--- src/rtl/spi_slave_axis.sv ---
// -----------------------------------------------------------------------------
// spi_slave_axis
//
// Purpose:
//   SPI mode-0 slave that receives DATA_WIDTH-bit frames, MSB first, and
//   presents each completed word on an AXI-Stream master interface.
//   sck, cs_n and mosi are asynchronous to clk. They are brought into the clk
//   domain through SYNC_STAGES-deep synchronizers and are edge-detected there.
//
// Optional feature (macro SPI_SLAVE_MISO_EN):
//   When defined, miso shifts out the last word accepted on m_axis, MSB first.
//   The shift starts from the value captured at frame start. After reset this
//   word is 0.
//   When undefined, miso is tied to 0 and no transmit register is built.
//
// Parameters:
//   DATA_WIDTH   bits per SPI frame (8..32)
//   SYNC_STAGES  synchronizer depth on sck/cs_n/mosi (2..3)
//
// Ports:
//   clk            system clock, rising edge
//   rst            synchronous active-high reset
//   sck            SPI clock from master, idle low
//   cs_n           active-low chip select
//   mosi           serial data in, MSB first
//   miso           serial data out (see macro above)
//   m_axis_tdata   received word
//   m_axis_tvalid  received word valid
//   m_axis_tready  downstream ready
//   busy           high while a frame is in progress (SHIFT or WAIT_CS)
//   overrun        1-cycle pulse: a word completed while the held word was stalled
//   frame_err      1-cycle pulse: cs_n released part-way through a frame
// -----------------------------------------------------------------------------
module spi_slave_axis #(
  parameter int DATA_WIDTH  = 32,
  parameter int SYNC_STAGES = 2
) (
  input  logic                  clk,
  input  logic                  rst,
  input  logic                  sck,
  input  logic                  cs_n,
  input  logic                  mosi,
  output logic                  miso,
  output logic [DATA_WIDTH-1:0] m_axis_tdata,
  output logic                  m_axis_tvalid,
  input  logic                  m_axis_tready,
  output logic                  busy,
  output logic                  overrun,
  output logic                  frame_err
);

  localparam int CNT_W = $clog2(DATA_WIDTH + 1);

  typedef enum logic [1:0] {
    IDLE    = 2'd0,
    SHIFT   = 2'd1,
    WAIT_CS = 2'd2
  } state_t;

  // ---------------------------------------------------------------------------
  // Input synchronizers and edge detection
  // ---------------------------------------------------------------------------
  logic [SYNC_STAGES-1:0] sck_sync_reg;
  logic [SYNC_STAGES-1:0] cs_sync_reg;
  logic [SYNC_STAGES-1:0] mosi_sync_reg;
  logic                   sck_prev_reg;
  logic                   cs_prev_reg;

  always_ff @(posedge clk) begin
    if (rst) begin
      // Preload to the idle bus state so that reset release creates no edges.
      sck_sync_reg  <= '0;
      cs_sync_reg   <= '1;
      mosi_sync_reg <= '0;
      sck_prev_reg  <= 1'b0;
      cs_prev_reg   <= 1'b1;
    end else begin
      sck_sync_reg  <= {sck_sync_reg[SYNC_STAGES-2:0], sck};
      cs_sync_reg   <= {cs_sync_reg[SYNC_STAGES-2:0], cs_n};
      mosi_sync_reg <= {mosi_sync_reg[SYNC_STAGES-2:0], mosi};
      sck_prev_reg  <= sck_sync_reg[SYNC_STAGES-1];
      cs_prev_reg   <= cs_sync_reg[SYNC_STAGES-1];
    end
  end

  logic sck_s;
  logic cs_s;
  logic mosi_s;
  logic sck_rise;
  logic cs_fall;

  assign sck_s    = sck_sync_reg[SYNC_STAGES-1];
  assign cs_s     = cs_sync_reg[SYNC_STAGES-1];
  assign mosi_s   = mosi_sync_reg[SYNC_STAGES-1];
  assign sck_rise = sck_s & ~sck_prev_reg;
  assign cs_fall  = ~cs_s & cs_prev_reg;

  // ---------------------------------------------------------------------------
  // Post-reset settle window
  //
  // The synchronizers restart from cs_n=1. If the pin is already low, the
  // synchronized cs_n falls a few cycles after reset release, but the master
  // is mid-frame. While this window is open, a low cs_n sends the FSM
  // straight to WAIT_CS so that the truncated frame is ignored silently.
  // ---------------------------------------------------------------------------
  logic [2:0] settle_reg;

  always_ff @(posedge clk) begin
    if (rst) begin
      settle_reg <= 3'(SYNC_STAGES + 1);
    end else if (settle_reg != 3'd0) begin
      settle_reg <= settle_reg - 3'd1;
    end
  end

  // ---------------------------------------------------------------------------
  // Receive FSM
  // ---------------------------------------------------------------------------
  state_t                state_reg;
  state_t                state_next;
  logic [CNT_W-1:0]      cnt_reg;
  logic [CNT_W-1:0]      cnt_next;
  logic [DATA_WIDTH-1:0] shift_reg;
  logic [DATA_WIDTH-1:0] shift_next;
  logic                  done_reg;
  logic                  done_next;
  logic                  ferr_reg;
  logic                  ferr_next;

  always_comb begin
    state_next = state_reg;
    cnt_next   = cnt_reg;
    shift_next = shift_reg;
    done_next  = 1'b0;
    ferr_next  = 1'b0;
    case (state_reg)
      IDLE: begin
        if (settle_reg != 3'd0 && !cs_s) begin
          state_next = WAIT_CS;
        end else if (cs_fall) begin
          state_next = SHIFT;
          cnt_next   = '0;
          shift_next = '0;
        end
      end
      SHIFT: begin
        // Releasing chip select takes priority over a coincident sck edge.
        if (cs_s) begin
          state_next = IDLE;
          cnt_next   = '0;
          shift_next = '0;
          if (cnt_reg != '0) begin
            ferr_next = 1'b1;
          end
        end else if (sck_rise) begin
          shift_next = {shift_reg[DATA_WIDTH-2:0], mosi_s};
          cnt_next   = cnt_reg + 1'b1;
          if (cnt_reg == CNT_W'(DATA_WIDTH - 1)) begin
            done_next  = 1'b1;
            state_next = WAIT_CS;
          end
        end
      end
      WAIT_CS: begin
        if (cs_s) begin
          state_next = IDLE;
        end
      end
      default: begin
        state_next = IDLE;
      end
    endcase
  end

  always_ff @(posedge clk) begin
    if (rst) begin
      state_reg <= IDLE;
      cnt_reg   <= '0;
      shift_reg <= '0;
      done_reg  <= 1'b0;
      ferr_reg  <= 1'b0;
    end else begin
      state_reg <= state_next;
      cnt_reg   <= cnt_next;
      shift_reg <= shift_next;
      done_reg  <= done_next;
      ferr_reg  <= ferr_next;
    end
  end

  // ---------------------------------------------------------------------------
  // AXI-Stream output stage
  //
  // done_reg fires one cycle after the last bit is shifted in. shift_reg is
  // then frozen in WAIT_CS, so it is loaded directly. A completion that
  // coincides with a handshake replaces the outgoing word. A completion
  // against a stalled word is dropped and flagged.
  // ---------------------------------------------------------------------------
  logic [DATA_WIDTH-1:0] tdata_reg;
  logic                  tvalid_reg;
  logic                  overrun_reg;

  always_ff @(posedge clk) begin
    if (rst) begin
      tdata_reg   <= '0;
      tvalid_reg  <= 1'b0;
      overrun_reg <= 1'b0;
    end else begin
      overrun_reg <= 1'b0;
      if (done_reg) begin
        if (tvalid_reg && !m_axis_tready) begin
          overrun_reg <= 1'b1;
        end else begin
          tdata_reg  <= shift_reg;
          tvalid_reg <= 1'b1;
        end
      end else if (tvalid_reg && m_axis_tready) begin
        tvalid_reg <= 1'b0;
      end
    end
  end

  assign m_axis_tdata  = tdata_reg;
  assign m_axis_tvalid = tvalid_reg;
  assign overrun       = overrun_reg;
  assign frame_err     = ferr_reg;
  assign busy          = (state_reg != IDLE);

  // ---------------------------------------------------------------------------
  // Transmit path
  // ---------------------------------------------------------------------------
`ifdef SPI_SLAVE_MISO_EN
  logic [DATA_WIDTH-1:0] tx_reg;
  logic [DATA_WIDTH-1:0] acc_reg;
  logic                  sck_fall;
  logic                  tx_start;

  assign sck_fall = ~sck_s & sck_prev_reg;
  assign tx_start = (state_reg == IDLE) && (state_next == SHIFT);

  always_ff @(posedge clk) begin
    if (rst) begin
      tx_reg  <= '0;
      acc_reg <= '0;
    end else begin
      if (tvalid_reg && m_axis_tready) begin
        acc_reg <= tdata_reg;
      end
      // The load at frame start puts the MSB on miso well before the first
      // sck rise. Each later falling edge moves the next bit up.
      if (tx_start) begin
        tx_reg <= acc_reg;
      end else if (state_reg == SHIFT && sck_fall && !cs_s) begin
        tx_reg <= {tx_reg[DATA_WIDTH-2:0], 1'b0};
      end
    end
  end

  assign miso = tx_reg[DATA_WIDTH-1];
`else
  assign miso = 1'b0;
`endif

endmodule

--- config.mk ---
export PLATFORM = sky130hd
export DESIGN_NAME = spi_slave_axis
export DESIGN_NICKNAME = d
export VERILOG_FILES = /design/src/rtl/spi_slave_axis.sv
export SDC_FILE = /design/constraint.sdc
export NUM_CORES = 1
export LEC_CHECK = 0
export ABC_AREA = 1
export CORE_ASPECT_RATIO = 2
export CORE_MARGIN = 4
export CORE_UTILIZATION = 50
export CTS_CLUSTER_SIZE = 16
export DETAILED_ROUTE_END_ITERATION = 10
export GPL_TIMING_DRIVEN = 0
export PLACE_DENSITY = 0.76
export SYNTH_ARGS = -nofsm -noshare
export SYNTH_HDL_FRONTEND = slang
export SYNTH_SLANG_ARGS = --single-unit
--- constraint.sdc ---
create_clock -name clk -period 2.1 [get_ports clk]
set_clock_uncertainty 0.2 [all_clocks]
set_input_delay 0.63 -clock clk [delete_from_list [all_inputs] [get_ports clk]]
set_output_delay 0.63 -clock clk [all_outputs]
set_load 0.005 [all_outputs]
==> results of run 1 <==
==> power groups by stage <==
stage	clock, W	combinational (W)	sequential (W)
4_1_cts	0.00142	0.000722	0.00190
3_5_place_dp	0	0.000715	0.00193
6_report	0.00140	0.000730	0.00190
5_1_grt	0.00148	0.000839	0.00192
2_1_floorplan	0	0.000543	0.00191
3_3_place_gp	0	0.000700	0.00192
==> per-stage QoR <==
stage          hold slack [ns]  total power (W)  instance area, um^2  setup slack [ns]
6_report                 0.210          0.00403                 4160            0.0790
5_1_grt                  0.233          0.00424                 4160            0.0324
4_1_cts                  0.215          0.00404                 4140           -0.0785
3_5_place_dp             0.202          0.00264                 3870            -0.440
3_3_place_gp             0.200          0.00262                 3870            -0.397
2_1_floorplan            0.188          0.00245                 3350             0.489
==> final cells by class <==
type                            count  area [um^2]
Buffer                             26          145
Clock buffer                       12          236
Clock inverter                      4         22.5
Fill cell                         562         2410
Inverter                           63          236
Multi-Input combinational cell    256         1240
Sequential cell                    87         1750
Tap cell                           88          110
Timing Repair Buffer               42          420
==> metal layers <==
| layer | wire, um | up-vias |
|---|---|---|
| met5 | 0 | - |
| met4 | 282 | 0 |
| met3 | 201 | 27 |
| met2 | 4030 | 55 |
| met1 | 2840 | 1367 |
| li1 | - | 1492 |
==> timing repair <==
item	in CTS	in global routing
gates resized for setup	5	16
endpoints found under the setup margin	8	30
pin swaps	0	1
buffers inserted	0	1
==> how the worst max path moves through the flow <==
stage / startpoint / end / cells past startpoint
finish: m_axis_tdata[18] / m_axis_tdata[18] / 1
CTS: state_reg[1] / busy / 3
detailed placement: rst / m_axis_tdata[11] / 6
global placement: rst / m_axis_tdata[12] / 6
global route: m_axis_tdata[18] / m_axis_tdata[18] / 1
floorplan: rst / m_axis_tdata[11] / 5
==> Yosys cell counts, types with 2 or more instances <==
master	number	area [um^2]
nor2_2	3	18.8
nor2_1	49	184
dfxtp_1	87	1740
nand3_2	3	30.0
nand2_1	36	135
nor3_1	4	20.0
ha_1	4	50.1
inv_2	2	7.51
buf_2	8	40.0
o21ai_0	47	235
inv_1	61	229
a21oi_1	70	350
clkbuf_1	14	52.6
or2_2	2	12.5
o21ai_1	15	75.1
nand3_1	18	90.1
buf_6	3	33.8
==> cells by family (layout without fill, tap and decap cells) <==
| group | after synthesis | after routing | share of synthesized area, % |
|---|---|---|---|
| and+or+nand+nor | 117 | 117 | 15.0 |
| AOI/OAI and AO/OA | 133 | 133 | 20.0 |
| DFF | 87 | 87 | 52.1 |
| adders and majority gates | 4 | 4 | 1.50 |
| xor gates and xnor gates | 1 | 1 | 0.262 |
| other | 1 | 1 | 0.112 |
| buffers and inverters | 89 | 147 | 11.1 |
==> impl_results.md, run 1 <==
- WP data arrival: roughly 1.2 ns
- Sw Share: approximately 28%
- Fin Setup TNS: 0 ns
- WP data required: between 1 and 1.5 ns
- Met1 Track Usage GR: a little over a fifth
- CTS tree: built
- Status: completed
- Initial antenna violation count: 0
- Internal power: roughly 0.0029 W
- DP HPWL: about 5.4 mm
- Antenna Cells: 0
- All-layer global routing usage: between 10% and 20%
- Die ar.: slightly above 8000 um^2
- Setup CP Type: reg2out
- Area delta synth->final: 24.4%
- Routability cong.: just over 0.8
- Dpl cells: about 560
- CTS HTree Levels: 3
- Hold_buf cts: 0
- Clk buf depth: 2
- Synth Net Count: around 440
- Max Cap Viol: 0
- Core ar.: about 6600 um^2
- First-pass GRT wire length: around 13 mm
- Ys Warns: 0
- Clock Power Share: around a third
- Worst Hold Class: reg2reg
- Slowest CP cell: clkdlybuf4s50_1
- Die width: 65.8 um
- DRC viols: 0
- RR Endpoint: cnt_reg[4]
- Post-route minimum period: between 2 and 2.5 ns
- Setup Viol. Count Final: 0
- Commonest non-fill, non-tap cell in the layout: dfxtp_1
- Total I/O pin count: 43
- CTS sink cnt: slightly below 90
- Die Span Y: ~120 um
- Vias in the first global route: between 2k and 3k
- Hold path start: sck_sync_reg[0]
- Register area share after synthesis: 52.1%
- Final nets: between 400 and 500
- VDD IR max: 786 uV
- Crit path max-delay family: buffers and inverters
- Mapped Area: 3350 um^2
- Post-synth EDFFs: 0
- Routed length per instance: between 10 and 15 um
- RSZ-0062 raised after global routing: no
- GRT busiest layer: met2
- Clock latency on the worst-skew pair: between 0.3 and 0.4 ns
- Async set or reset register ratio after synthesis: 0%
- 1st-pass router iterations: 4
- Final WL: 7.36 mm
- Gr ovfl total: 0
- GR Util met2: a little over a third
- Combinational share of power: 18.1%
- Final Cycle Share: a little over nine tenths
- CP Cell Sequence: clkdlybuf4s50_1
- Part of the power in registers: between 40% and 50%
- Worst r2r src: settle_reg[0]
- Layout cell share with drive strength beyond 1: under 10%
- Power per cell area: roughly 970 nW/um^2
- Starting Density: about half
- Layout Utilization: 63.4%
- Highest-count cells in the layout ignoring fill and taps: 85 x dfxtp_1, 70 x a21oi_1, 60 x inv_1
- CP max stage delay: around 0.5 ns
- Main synth FF type: dfxtp_1
- Static Leak: 1.68 nW
- 1st-iter DRT viols: around 170
- Fin. max-slew vios: 0
- Non-filler cells, final: 578
- Nature of the critical path startpoint: register
- Via density: around 5
- Worst r2r path cells: 9
- Worst-path clk slew: approximately 0.06 ns
- Met3 Track Usage GR: between 4 and 5%
- Post-route ant nets: 0
- Crit. End Element: primary output
- Worst-path fanout max: 2
- Largest net degree at the start of global routing: 14
- Bufs and invs on worst path: 1
- Cell count after synthesis: roughly 430
- Fmax: ~490 MHz
- Hold path endpoint: sck_sync_reg[1]
- Buffers on Ports: 41
- Mean Syn Cell Area: slightly below 8 um^2
- Distinct cells, synth: 23
- Root Buffer: clkbuf_16
- Reg2reg setup slack: 0.30 ns
- Hold Fails Final Rpt: 0
- Yosys reg bits: between 80 and 90
- Row count: 42
- Num CTS Buffers: 9
- Via count: about 3k
- Psw: roughly 0.0011 W
- Hold path depth: 2
(Power assumes the default switching activity.)
==> inputs of run 2 (changes only) <==
Clock period 2.1 ns to 2.5 ns, I/O delays scaled along.
==> run 2 against run 1 <==
Effect of this change:
- via count decreased by 1.3%
- routed wire length shrank 0.92%
- final area down 0.87%
- first-iteration DRC count fell by 27%
- die area unchanged
- combinational power shrank 18%
- critical path depth grew 2
- largest power group unchanged
- total power is 17% lower
- worst setup slack better by 0.079 ns
- sequential cell count did not move
- worst hold slack got worse by 0.0014 ns
- global-route usage decreased by 0.079 points
- critical endpoint is now busy
==> impl_results.md, run 2 (synthesis gave the netlist of run 1 again) <==
- Final instance area: slightly above 4000 um^2
- Fmax: roughly 430 MHz
- Dpl cells: approximately 560
- Setup CP Type: reg2out
- Buffers on Ports: 41
- CP Cell Sequence: nor2_2, inv_1, clkdlybuf4s50_1
- Bufs and invs on worst path: 2
- Via density: roughly 5.0
- RR Endpoint: cnt_reg[4]
- Highest-count cells in the layout ignoring fill and taps: 87 x dfxtp_1, 70 x a21oi_1, 61 x inv_1
- Total I/O pin count: between 40 and 50
- Routed length per instance: ~13 um
- Via count: 2902
- Crit path max-delay family: buffers and inverters
- Worst-path clk slew: approximately 0.06 ns
- CTS HTree Levels: 3
- Worst Hold Class: reg2reg
- Worst r2r path cells: 9
- DP HPWL: 5.41 mm
- Antenna Cells: 0
- Commonest non-fill, non-tap cell in the layout: dfxtp_1
- WP data arrival: ~1.4 ns
- Worst Hold Slack: around 0.21 ns
- Die ar.: 8140 um^2
- Initial antenna violation count: 0
- Cts repair resizes: 0
- Layout cell share with drive strength beyond 1: under 10%
- Vias in the first global route: between 2k and 3k
- Reg2reg setup slack: ~0.70 ns
- Nature of the critical path startpoint: register
- RSZ-0062 raised after global routing: no
- Postcts setup bufs: 0
- Final Cycle Share: 93.7%
- Row count: between 40 and 50
- Die Span Y: 124 um
- WP data required: about 1.6 ns
- Final nets: between 400 and 500
- Non-filler cells, final: 577
- Routability cong.: ~0.83
- Core ar.: ~6600 um^2
- CTS tree: built
- Clock latency on the worst-skew pair: roughly 0.33 ns
- Area delta synth->final: 23.3%
- First-pass GRT wire length: 12.6 mm
- All-layer global routing usage: about a fifth
- Hold path start: sck_sync_reg[0]
- Crit. End Element: primary output
- Post-route minimum period: 2.34 ns
- Die width: approximately 66 um
- Status: completed
- Fill count: between 500 and 600
- Worst-path fanout max: 4
- Power per cell area: between 800 and 900 nW/um^2
- 1st-iter DRT viols: ~130
- Setup ws final: 0.158 ns
- DRC viols: 0
- Root Buffer: clkbuf_16
- Clk buf depth: 2
- Gr ovfl total: 0
- VDD IR max: 659 uV
- Static Leak: around 1.6 nW
- Worst r2r src: settle_reg[0]
- Slowest CP cell: clkdlybuf4s50_1
- Placed instance area: between 3000 and 4000 um^2
- Final WL: 7.29 mm
- Fin. max-slew vios: 0
- Setup Viol. Count Final: 0
- Max Cap Viol: 0
- Starting Density: roughly half
- 1st-pass router iterations: 4
- Hold path depth: 2
- Post-route ant nets: 0
- CP max stage delay: 0.44 ns
- Hold_buf cts: 0
- CTS sink cnt: 87
- Layout Utilization: around 63%
- Worst slack, placed: -0.160 ns
- Hold Fails Final Rpt: 0
- Hold path endpoint: sck_sync_reg[1]
- Num CTS Buffers: 9
- Largest net degree at the start of global routing: 14
==> run 2: changes by cell type in the layout (fill, tap and decap cells not counted), moves of 2 or more <==
cell      before  now
nor2_4         2    0
dfxtp_1       85   87
clkbuf_1       9   17
nor2_2         1    3
clkbuf_2       7    0
==> run 2: worst max-delay path by stage <==
stage,start,to,slack [ns],depth (start not counted)
finish,state_reg[1],busy,0.16,3
global route,state_reg[1],busy,0.02,3
CTS,state_reg[1],busy,0.13,3
detailed placement,rst,m_axis_tdata[11],-0.16,6
global placement,rst,m_axis_tdata[12],-0.12,6
floorplan,rst,m_axis_tdata[11],0.77,5
==> run 2: metrics by stage <==
step | setup TNS [ns] | power (W)
6_report | 0 | 0.00336
5_1_grt | 0 | 0.00354
4_1_cts | 0 | 0.00338
3_5_place_dp | -1.33 | 0.00222
3_3_place_gp | -0.759 | 0.00220
2_1_floorplan | 0 | 0.00206
==> run 2: final cells by class <==
cell class,instances,area [um^2],area share [%]
tap,88,110,2.67
buffer,26,134,3.25
clock inverter,4,22.5,0.546
clock buffer,12,236,5.73
timing repair buffer,41,410,9.95
inverter,63,236,5.73
sequential,87,1740,42.2
multi-input combinational,256,1230,29.9
==> run 2: layer usage <==
layer  share of wire, %  global-route usage, %  vias up
met5                  0                      0        -
met4                3.4                   11.6        0
met3                2.6                   4.24       20
met2                 55                   35.3       47
met1                 39                   21.1     1346
li1                   -                      -     1489
==> run 2: report_power, final <==
| group | leakage [nW] | internal [W] | switching (W) | total, W |
|---|---|---|---|---|
| clock network | 0.126 | 0.000668 | 0.000500 | 0.00117 |
| logic | 0.797 | 0.000211 | 0.000388 | 0.000599 |
| registers | 0.708 | 0.00153 | 0.0000559 | 0.00159 |
==> run 2: worst register-to-register path: stages, from the launching register on <==
cell and delay, ns:
dfxtp_1 0.33, inv_1 0.07, ha_1 0.19, nand2_1 0.17, nand3_2 0.14, nand3_2 0.13
buf_6 0.14, buf_6 0.14, nand2_1 0.06, a21oi_1 0.16
